**src/rtl/ram_arb_pkg.sv**
```systemverilog
// Shared types and defaults for the two-port RAM access arbiter.
package ram_arb_pkg;

  localparam int unsigned DEF_AW = 2;
  localparam int unsigned DEF_DW = 8;

  typedef enum logic [1:0] {
    IDLE,
    ACCESS,
    CAPTURE,
    RESP
  } state_t;

  typedef logic req_id_t;

endpackage

```
**src/rtl/rr_arbiter2.sv**
```systemverilog
// Two-way round-robin grant logic. Purely combinational; the caller owns
// the priority pointer and advances it after each grant.
module rr_arbiter2
  import ram_arb_pkg::*;
(
  input  logic [1:0] req,
  input  req_id_t    rr_ptr,
  input  logic       en,
  output logic [1:0] gnt
);

  // One-hot grant: a lone requester always wins, a tie goes to rr_ptr.
  always_comb begin
    gnt = '0;
    if (en) begin
      if (&req) begin
        gnt = rr_ptr ? 2'b10 : 2'b01;
      end else begin
        gnt = req;
      end
    end
  end

endmodule

```
**src/rtl/ram_access_arbiter.sv**
```systemverilog
// Shares one synchronous single-port RAM between two valid/ready requesters.
// Writes retire in the cycle after the handshake; reads answer with a
// one-cycle rsp_valid pulse three cycles after the handshake.
module ram_access_arbiter
  import ram_arb_pkg::*;
#(
  parameter int unsigned AW = DEF_AW,
  parameter int unsigned DW = DEF_DW
) (
  input  logic          clk,
  input  logic          rst_n,
  input  logic          req0_valid,
  output logic          req0_ready,
  input  logic          req0_we,
  input  logic [AW-1:0] req0_addr,
  input  logic [DW-1:0] req0_wdata,
  output logic          rsp0_valid,
  output logic [DW-1:0] rsp0_rdata,
  input  logic          req1_valid,
  output logic          req1_ready,
  input  logic          req1_we,
  input  logic [AW-1:0] req1_addr,
  input  logic [DW-1:0] req1_wdata,
  output logic          rsp1_valid,
  output logic [DW-1:0] rsp1_rdata,
  output logic [AW-1:0] ram_address,
  output logic [DW-1:0] ram_data_in,
  output logic          ram_write_enable,
  input  logic [DW-1:0] ram_data_out
);

  state_t     state;
  req_id_t    rr_ptr;
  req_id_t    lat_id;
  logic       lat_we;
  logic [1:0] gnt;
  logic       arb_en;

  // Grants only exist in IDLE; ready is also held low while reset is asserted.
  assign arb_en = (state == IDLE) && rst_n;

  rr_arbiter2 u_rr_arbiter2 (
    .req    ({req1_valid, req0_valid}),
    .rr_ptr (rr_ptr),
    .en     (arb_en),
    .gnt    (gnt)
  );

  assign req0_ready = gnt[0];
  assign req1_ready = gnt[1];

  // Access sequencer: accept, drive RAM, capture read data, pulse response.
  // The accepted address/write data are latched straight into the RAM drive
  // registers, so they appear on the RAM pins in ACCESS and hold afterwards.
  always_ff @(posedge clk or negedge rst_n) begin
    if (!rst_n) begin
      state            <= IDLE;
      rr_ptr           <= 1'b0;
      lat_id           <= 1'b0;
      lat_we           <= 1'b0;
      rsp0_valid       <= 1'b0;
      rsp1_valid       <= 1'b0;
      rsp0_rdata       <= '0;
      rsp1_rdata       <= '0;
      ram_address      <= '0;
      ram_data_in      <= '0;
      ram_write_enable <= 1'b0;
    end else begin
      rsp0_valid       <= 1'b0;
      rsp1_valid       <= 1'b0;
      ram_write_enable <= 1'b0;
      unique case (state)
        IDLE: begin
          if (|gnt) begin
            lat_id           <= gnt[1];
            lat_we           <= gnt[1] ? req1_we : req0_we;
            ram_address      <= gnt[1] ? req1_addr : req0_addr;
            ram_data_in      <= gnt[1] ? req1_wdata : req0_wdata;
            ram_write_enable <= gnt[1] ? req1_we : req0_we;
            rr_ptr           <= ~gnt[1];
            state            <= ACCESS;
          end
        end
        ACCESS: begin
          state <= lat_we ? IDLE : CAPTURE;
        end
        CAPTURE: begin
          if (lat_id) begin
            rsp1_rdata <= ram_data_out;
            rsp1_valid <= 1'b1;
          end else begin
            rsp0_rdata <= ram_data_out;
            rsp0_valid <= 1'b1;
          end
          state <= RESP;
        end
        RESP: begin
          state <= IDLE;
        end
        default: begin
          state <= IDLE;
        end
      endcase
    end
  end

endmodule

```
**config.mk**
```make
export PLATFORM = sky130hd
export DESIGN_NAME = ram_access_arbiter
export DESIGN_NICKNAME = d
export VERILOG_FILES = /design/src/rtl/ram_arb_pkg.sv /design/src/rtl/rr_arbiter2.sv /design/src/rtl/ram_access_arbiter.sv
export SDC_FILE = /design/constraint.sdc
export NUM_CORES = 1
export LEC_CHECK = 0
export BUFFER_PORTS_ARGS = -buffer_cell sky130_fd_sc_hd__clkbuf_2
export CORE_MARGIN = 3
export CORE_UTILIZATION = 38
export DETAILED_ROUTE_END_ITERATION = 16
export PLACE_DENSITY = 0.71
export SYNTH_ARGS = -nofsm -noshare
export SYNTH_HDL_FRONTEND = slang
export SYNTH_SLANG_ARGS = --single-unit
```
**constraint.sdc**
```tcl
create_clock -name clk -period 2.5 [get_ports clk]
set_input_delay 0.375 -clock clk [delete_from_list [all_inputs] [get_ports clk]]
set_output_delay 0.375 -clock clk [all_outputs]
set_load 0.02 [all_outputs]
```
==> results.py, run 1 <==
metrics = {
    "yosys": {
        "synth_area_leaders": "dfrtp_1 56%, mux2_2 12%, o22a_1 5.8%",
        "syn-num-nets": 160,
        "ys.warnings.count": 0,
        "synthesis.area_um2": 1520,
        "synth_edf_count": 0,
        "synth_area_per_cell_um2": 12.1,
        "synth.ff_latch_count": 34,
        "async_flop_share_pct": 100,
        "synth_top_area_share_pct": 55.9,
        "synth.most_common_cell": "dfrtp_1",
        "syn-instance-count": 126,
        "post_synth_num_cell_types": 25,
        "synth-seq-area-share_pct": 55.9,
        "synth_top_area_cell": "dfrtp_1",
        "synth_common_cells": "34 x dfrtp_1, 16 x mux2_2, 14 x nand2_1",
        "synth_ff_type": "dfrtp_1",
    },
    "placement": {
        "gp_congestion": 0.884,
        "placed_cell_area_um2": 1890,
        "place_hpwl_mm": 2.71,
        "place.port_buffers": 64,
        "post-place-ws_ns": 0.404,
    },
    "clock_tree": {
        "ctsResizeCount": 0,
        "cts.path.max_buffers": 2,
        "cts_made_buffers": 5,
        "post_cts_buffers": 0,
        "root_buffer": "clkbuf_8",
        "cts_tree": "done",
        "postCtsHoldBufs": 0,
        "insertion_delay_ns": 0.28,
        "path_clk_slew_ns": 0.07,
        "cts_sinks": 34,
        "h-tree-depth": 2,
    },
    "grt": {
        "grt_pass1_vias": 1303,
        "grt_start_max_net_pins": 36,
        "grt_overflow": 0,
        "use_met3_pct": 3.19,
        "gr-usage-all-layers_pct": 15.9,
        "antenna_found_initial": 0,
        "grtUsageMet1_pct": 19.2,
        "grt_pass1_wl_mm": 6.16,
        "use_met2_pct": 26.4,
        "busiest_layer": "met2",
    },
    "flow_run": {
        "cap_violations": 0,
    },
    "die": {
        "die_area_um2": 4800,
        "core_area_um2": 3770,
        "die_x_um": 69.3,
        "die_h_um": 69.3,
        "start_util_pct": 40.3,
        "rows": 22,
        "pin_count": 65,
    },
    "worst_setup_path": {
        "cp.required_ns": 2.12,
        "arrival_ns": 1.77,
        "worstSetupStartpointType": "register",
        "worstSetupPathType": "reg2out",
        "worstPathMaxFanout": 12,
        "cp-end-kind": "output port",
    },
    "sta": {
        "drv_slew": 0,
        "skew_ns": 0.00167,
        "max_slew_margin_pct": 67.4,
        "setup_slack_ns": 0.351,
        "worst_pin_slew_ns": 0.488,
        "min_period_ns": 2.15,
        "rsz0062_at_grt": "false",
        "setup_tns_ns": 0,
        "fmax_mhz": 465,
        "setup_violations": 0,
        "fin_crit_sh_pct": 86.0,
        "finalHoldViolations": 0,
    },
    "status": {
        "outcome": "finished, final reports clean",
    },
    "cells_and_area": {
        "post-route-cell-area_um2": 1980,
        "post-route-util_pct": 52.5,
        "n_antenna_cell": 0,
        "nets": 226,
        "syn2layout_area_growth_pct": 30.1,
        "fillers": 347,
        "drive_gt1_share_pct": 48.7,
    },
    "power_and_ir_drop": {
        "cellPowerDensity_nw_per_um2": 1250,
        "p_leak_nw": 0.940,
        "irDropWorstVdd_mv": 0.717,
    },
    "route": {
        "vias": 1282,
        "avgRoutedWirePerCell_um": 15.4,
        "drt_first_pass_iters": 4,
        "drtAntennaViolNets": 0,
        "drtIter0Drc": 36,
        "drt-total-wl_mm": 3.72,
        "drc": 0,
        "post_drt_via_cell_ratio": 5.32,
    },
    "min_path": {
        "hp-class": "in2async",
    },
}
## critical path: stages (launching register included)
cell,delay (ns)
dfrtp_1,0.44
or3b_4,0.51
nor3_1,0.31
clkbuf_2,0.23
## cell families (layout without fill, tap and decap cells)
family,Yosys count,after routing,share of synthesized area (%)
compound gates,39,39,19.9
flops,34,34,55.9
buf+inv,11,78,3.37
simple gates,26,26,8.97
mux,16,16,11.8
## layout by cell type (no fill, tap or decap)
master,synthesis,layout
clkbuf_2,0,64
dfrtp_1,34,34
mux2_2,16,16
nand2_1,14,14
o31a_1,10,10
o211ai_1,10,10
o22a_1,10,10
clkbuf_8,0,6
a21oi_1,5,5
buf_4,0,4
inv_1,2,2
nor2_1,2,2
a31oi_1,2,2
nor3b_2,1,1
or3b_4,1,1
nor2b_1,1,1
nor3_1,1,1
nand2b_1,1,1
nor2_2,1,1
nand3b_1,1,1
nand4b_1,1,1
o31ai_1,1,1
or2_0,1,1
and2_1,1,1
a21o_1,1,1
clkbuf_1,6,1
clkinv_2,0,1
## metal layers
| metal | vias up | part of all wire, % |
|---|---|---|
| met4 | 0 | 2.1 |
| met3 | 7 | 3.9 |
| met5 | - | 0 |
| met1 | 643 | 44 |
| met2 | 34 | 50 |
| li1 | 598 | - |
## layout make-up
cell class / count / area (µm²) / share of cell area (%)
Sequential cell: 34 / 851 / 43.0
Multi-Input combinational cell: 81 / 619 / 31.3
Timing Repair Buffer: 68 / 350 / 17.7
Clock buffer: 7 / 86.3 / 4.36
Tap cell: 48 / 60.1 / 3.03
Inverter: 2 / 7.51 / 0.379
Clock inverter: 1 / 5.00 / 0.253
## report_power, final
part	total, mW	switching (mW)	internal [mW]
Clock	0.411	0.189	0.222
Sequential	0.972	0.162	0.810
Combinational	1.09	0.633	0.456
Total	2.47	0.984	1.49
## registers in the layout (all words and copies together), names as in the netlist, 2 cells and up, named ones only
| register | count |
|---|---|
| ram_address | 2 |
| ram_data_in | 8 |
| rsp0_rdata | 8 |
| rsp1_rdata | 8 |
## through the flow
| stage | instances | power [mW] | hold WS (ns) |
|---|---|---|---|
| 4_1_cts | 241 | 2.49 | 0.152 |
| 3_5_place_dp | 233 | 2.08 | 0.456 |
| 2_1_floorplan | 126 | 1.69 | 0.0794 |
| 3_3_place_gp | 233 | 2.04 | 0.432 |
| 5_1_grt | 241 | 2.62 | 0.175 |
| 6_report | 241 | 2.47 | 0.137 |
## path summary, 6_finish.rpt
kind                                            from                         to  slack (ns)  cells past startpoint
setup / recovery                state[0]$_DFFE_PN0P_                 req1_ready        0.35                      3
hold / removal                                 rst_n         rr_ptr$_DFFE_PN0P_        0.14                      2
setup reg to reg                state[0]$_DFFE_PN0P_         lat_we$_DFFE_PN0P_        0.90                      4
hold reg to reg            rsp1_rdata[4]$_DFFE_PN0P_  rsp1_rdata[4]$_DFFE_PN0P_        0.51                      1
max in group asynchronous                      rst_n  rsp0_rdata[4]$_DFFE_PN0P_        2.06                      2
min in group clk                     ram_data_out[7]  rsp1_rdata[7]$_DFFE_PN0P_        0.34                      2
Note: power is estimated with default switching activity, not from simulation.
==> run 2: changes to the inputs <==
--- a/config.mk
+++ b/config.mk
@@ -6,10 +6,12 @@
 export NUM_CORES = 1
 export LEC_CHECK = 0
 export BUFFER_PORTS_ARGS = -buffer_cell sky130_fd_sc_hd__clkbuf_2
+export CELL_PAD_IN_SITES_DETAIL_PLACEMENT = 1
+export CELL_PAD_IN_SITES_GLOBAL_PLACEMENT = 1
 export CORE_MARGIN = 3
 export CORE_UTILIZATION = 38
 export DETAILED_ROUTE_END_ITERATION = 16
-export PLACE_DENSITY = 0.71
+export PLACE_DENSITY = 0.88
 export SYNTH_ARGS = -nofsm -noshare
 export SYNTH_HDL_FRONTEND = slang
 export SYNTH_SLANG_ARGS = --single-unit
==> run 2 against run 1 <==
  * Clock power increased by 17%
  * Largest power group unchanged
  * Critical path type unchanged
  * Non-clock buffer count unchanged
  * Register-to-register slack got worse by 0.02 ns
  * Via count is 2.0% lower
  * Sequential power is 0.7% higher
  * Largest cell class unchanged
  * Combinational power barely moved
  * Critical path depth unchanged
==> results.py, run 2 (synthesis results as in run 1) <==
metrics = {
    "status": {
        "outcome": "finished, final reports clean",
    },
    "sta": {
        "finalHoldViolations": 0,
        "fmax_mhz": 448,
        "fin_crit_sh_pct": 89.3,
        "skew_ns": 0.00380,
        "setup_tns_ns": 0,
        "worst_pin_slew_ns": 0.503,
        "setup_slack_ns": 0.268,
        "max_slew_margin_pct": 66.5,
        "drv_slew": 0,
        "min_period_ns": 2.23,
        "setup_violations": 0,
        "rsz0062_at_grt": "false",
    },
    "die": {
        "rows": 22,
        "die_h_um": 69.3,
        "die_area_um2": 4800,
        "core_area_um2": 3770,
        "start_util_pct": 40.3,
        "die_x_um": 69.3,
        "pin_count": 65,
    },
    "grt": {
        "grt_overflow": 0,
        "grt_start_max_net_pins": 36,
        "antenna_found_initial": 0,
        "gr-usage-all-layers_pct": 17.3,
        "grt_pass1_wl_mm": 6.72,
        "grt_pass1_vias": 1395,
    },
    "clock_tree": {
        "path_clk_slew_ns": 0.06,
        "ctsResizeCount": 0,
        "postCtsHoldBufs": 0,
        "cts.path.max_buffers": 2,
        "post_cts_buffers": 0,
        "insertion_delay_ns": 0.27,
        "root_buffer": "clkbuf_8",
        "cts_made_buffers": 5,
        "cts_sinks": 34,
        "h-tree-depth": 2,
        "cts_tree": "done",
    },
    "route": {
        "vias": 1256,
        "drt-total-wl_mm": 4.06,
        "drt_first_pass_iters": 4,
        "post_drt_via_cell_ratio": 5.21,
        "drtAntennaViolNets": 0,
        "drtIter0Drc": 45,
        "avgRoutedWirePerCell_um": 16.8,
        "drc": 0,
    },
    "cells_and_area": {
        "nets": 226,
        "final_common_cell": "clkbuf_2",
        "syn2layout_area_growth_pct": 31.3,
        "reg_top3": "ram_data_in: 8 flops, rsp0_rdata: 8 flops, rsp1_rdata: 8 flops",
        "n_antenna_cell": 0,
        "post-route-util_pct": 53.0,
        "drive_gt1_share_pct": 49.2,
        "final_cell_mix": "64 x clkbuf_2, 34 x dfrtp_1, 16 x mux2_2",
    },
    "worst_setup_path": {
        "cp-end-kind": "output port",
        "worstSetupStartpointType": "register",
        "r2r-end": "ram_data_in[4]$_DFFE_PN0P_",
        "cp.required_ns": 2.12,
        "worstPathMaxFanout": 12,
        "endpoint": "req1_ready",
        "r2r_cells": 4,
        "arrival_ns": 1.86,
        "regToRegSetupSlack_ns": 0.88,
        "worstSetupPathType": "reg2out",
    },
    "power_and_ir_drop": {
        "irDropWorstVdd_mv": 0.659,
        "fin_total_pwr_mw": 2.56,
        "cellPowerDensity_nw_per_um2": 1280,
        "p_leak_nw": 0.949,
    },
    "placement": {
        "gp_congestion": 0.859,
        "post-place-ws_ns": 0.419,
        "place_hpwl_mm": 3.11,
        "place.port_buffers": 64,
    },
    "min_path": {
        "hp-class": "in2async",
    },
    "flow_run": {
        "cap_violations": 0,
    },
}
[run 2: cell types whose count changed in the layout (fill, tap and decap cells not counted)]
cell	delta
clkbuf_1	-1
bufinv_16	+1
clkbuf_8	-1
clkinv_2	+1
[run 2: worst max-delay path, cell delays in order (launching register included)]
cell,delay [ns]
dfrtp_1,0.47
or3b_4,0.49
nor3_1,0.38
clkbuf_2,0.25
[run 2: worst min path at each step]
stage / startpoint / endpoint / slack (ns) / cells past startpoint
2_1_floorplan: rst_n / async pin / 0.08 / 0
3_3_place_gp: rst_n / ram_data_in[5]$_DFFE_PN0P_ / 0.43 / 2
3_5_place_dp: rst_n / ram_data_in[6]$_DFFE_PN0P_ / 0.44 / 2
4_1_cts: rst_n / rsp1_rdata[3]$_DFFE_PN0P_ / 0.14 / 2
5_1_grt: rst_n / rsp1_rdata[3]$_DFFE_PN0P_ / 0.16 / 2
6_report: rst_n / ram_data_in[6]$_DFFE_PN0P_ / 0.14 / 2
[run 2: area by class of cell]
type / instances / area (µm²)
timing repair buffer: 68 / 350
clock inverter: 3 / 40.0
sequential: 34 / 851
tap: 48 / 60.1
clock buffer: 5 / 68.8
fill: 406 / 1770
inverter: 2 / 7.51
multi-input combinational: 81 / 619
[run 2: where the power goes]
part | leakage [nW] | internal [mW] | total (mW) | switching (mW)
registers | 0.397 | 0.810 | 0.979 | 0.169
clock network | 0.0579 | 0.293 | 0.479 | 0.186
logic | 0.494 | 0.456 | 1.10 | 0.645
total | 0.949 | 1.56 | 2.56 | 1.00
[run 2: layer usage]
| metal | up-vias | wire, µm | track usage [%] |
|---|---|---|---|
| met1 | 621 | 1810 | 21.9 |
| met3 | 8 | 130 | 2.46 |
| met4 | 0 | 93 | 8.24 |
| met2 | 31 | 2030 | 28.9 |
| li1 | 596 | - | - |
| met5 | - | 0 | 0 |
[run 2: stage by stage]
step	instance area [µm²]	std cells	hold slack [ns]
2_1_floorplan	1520	126	0.0794
3_5_place_dp	1890	233	0.442
4_1_cts	2000	241	0.142
6_report	2000	241	0.138
5_1_grt	2000	241	0.162
3_3_place_gp	1890	233	0.430
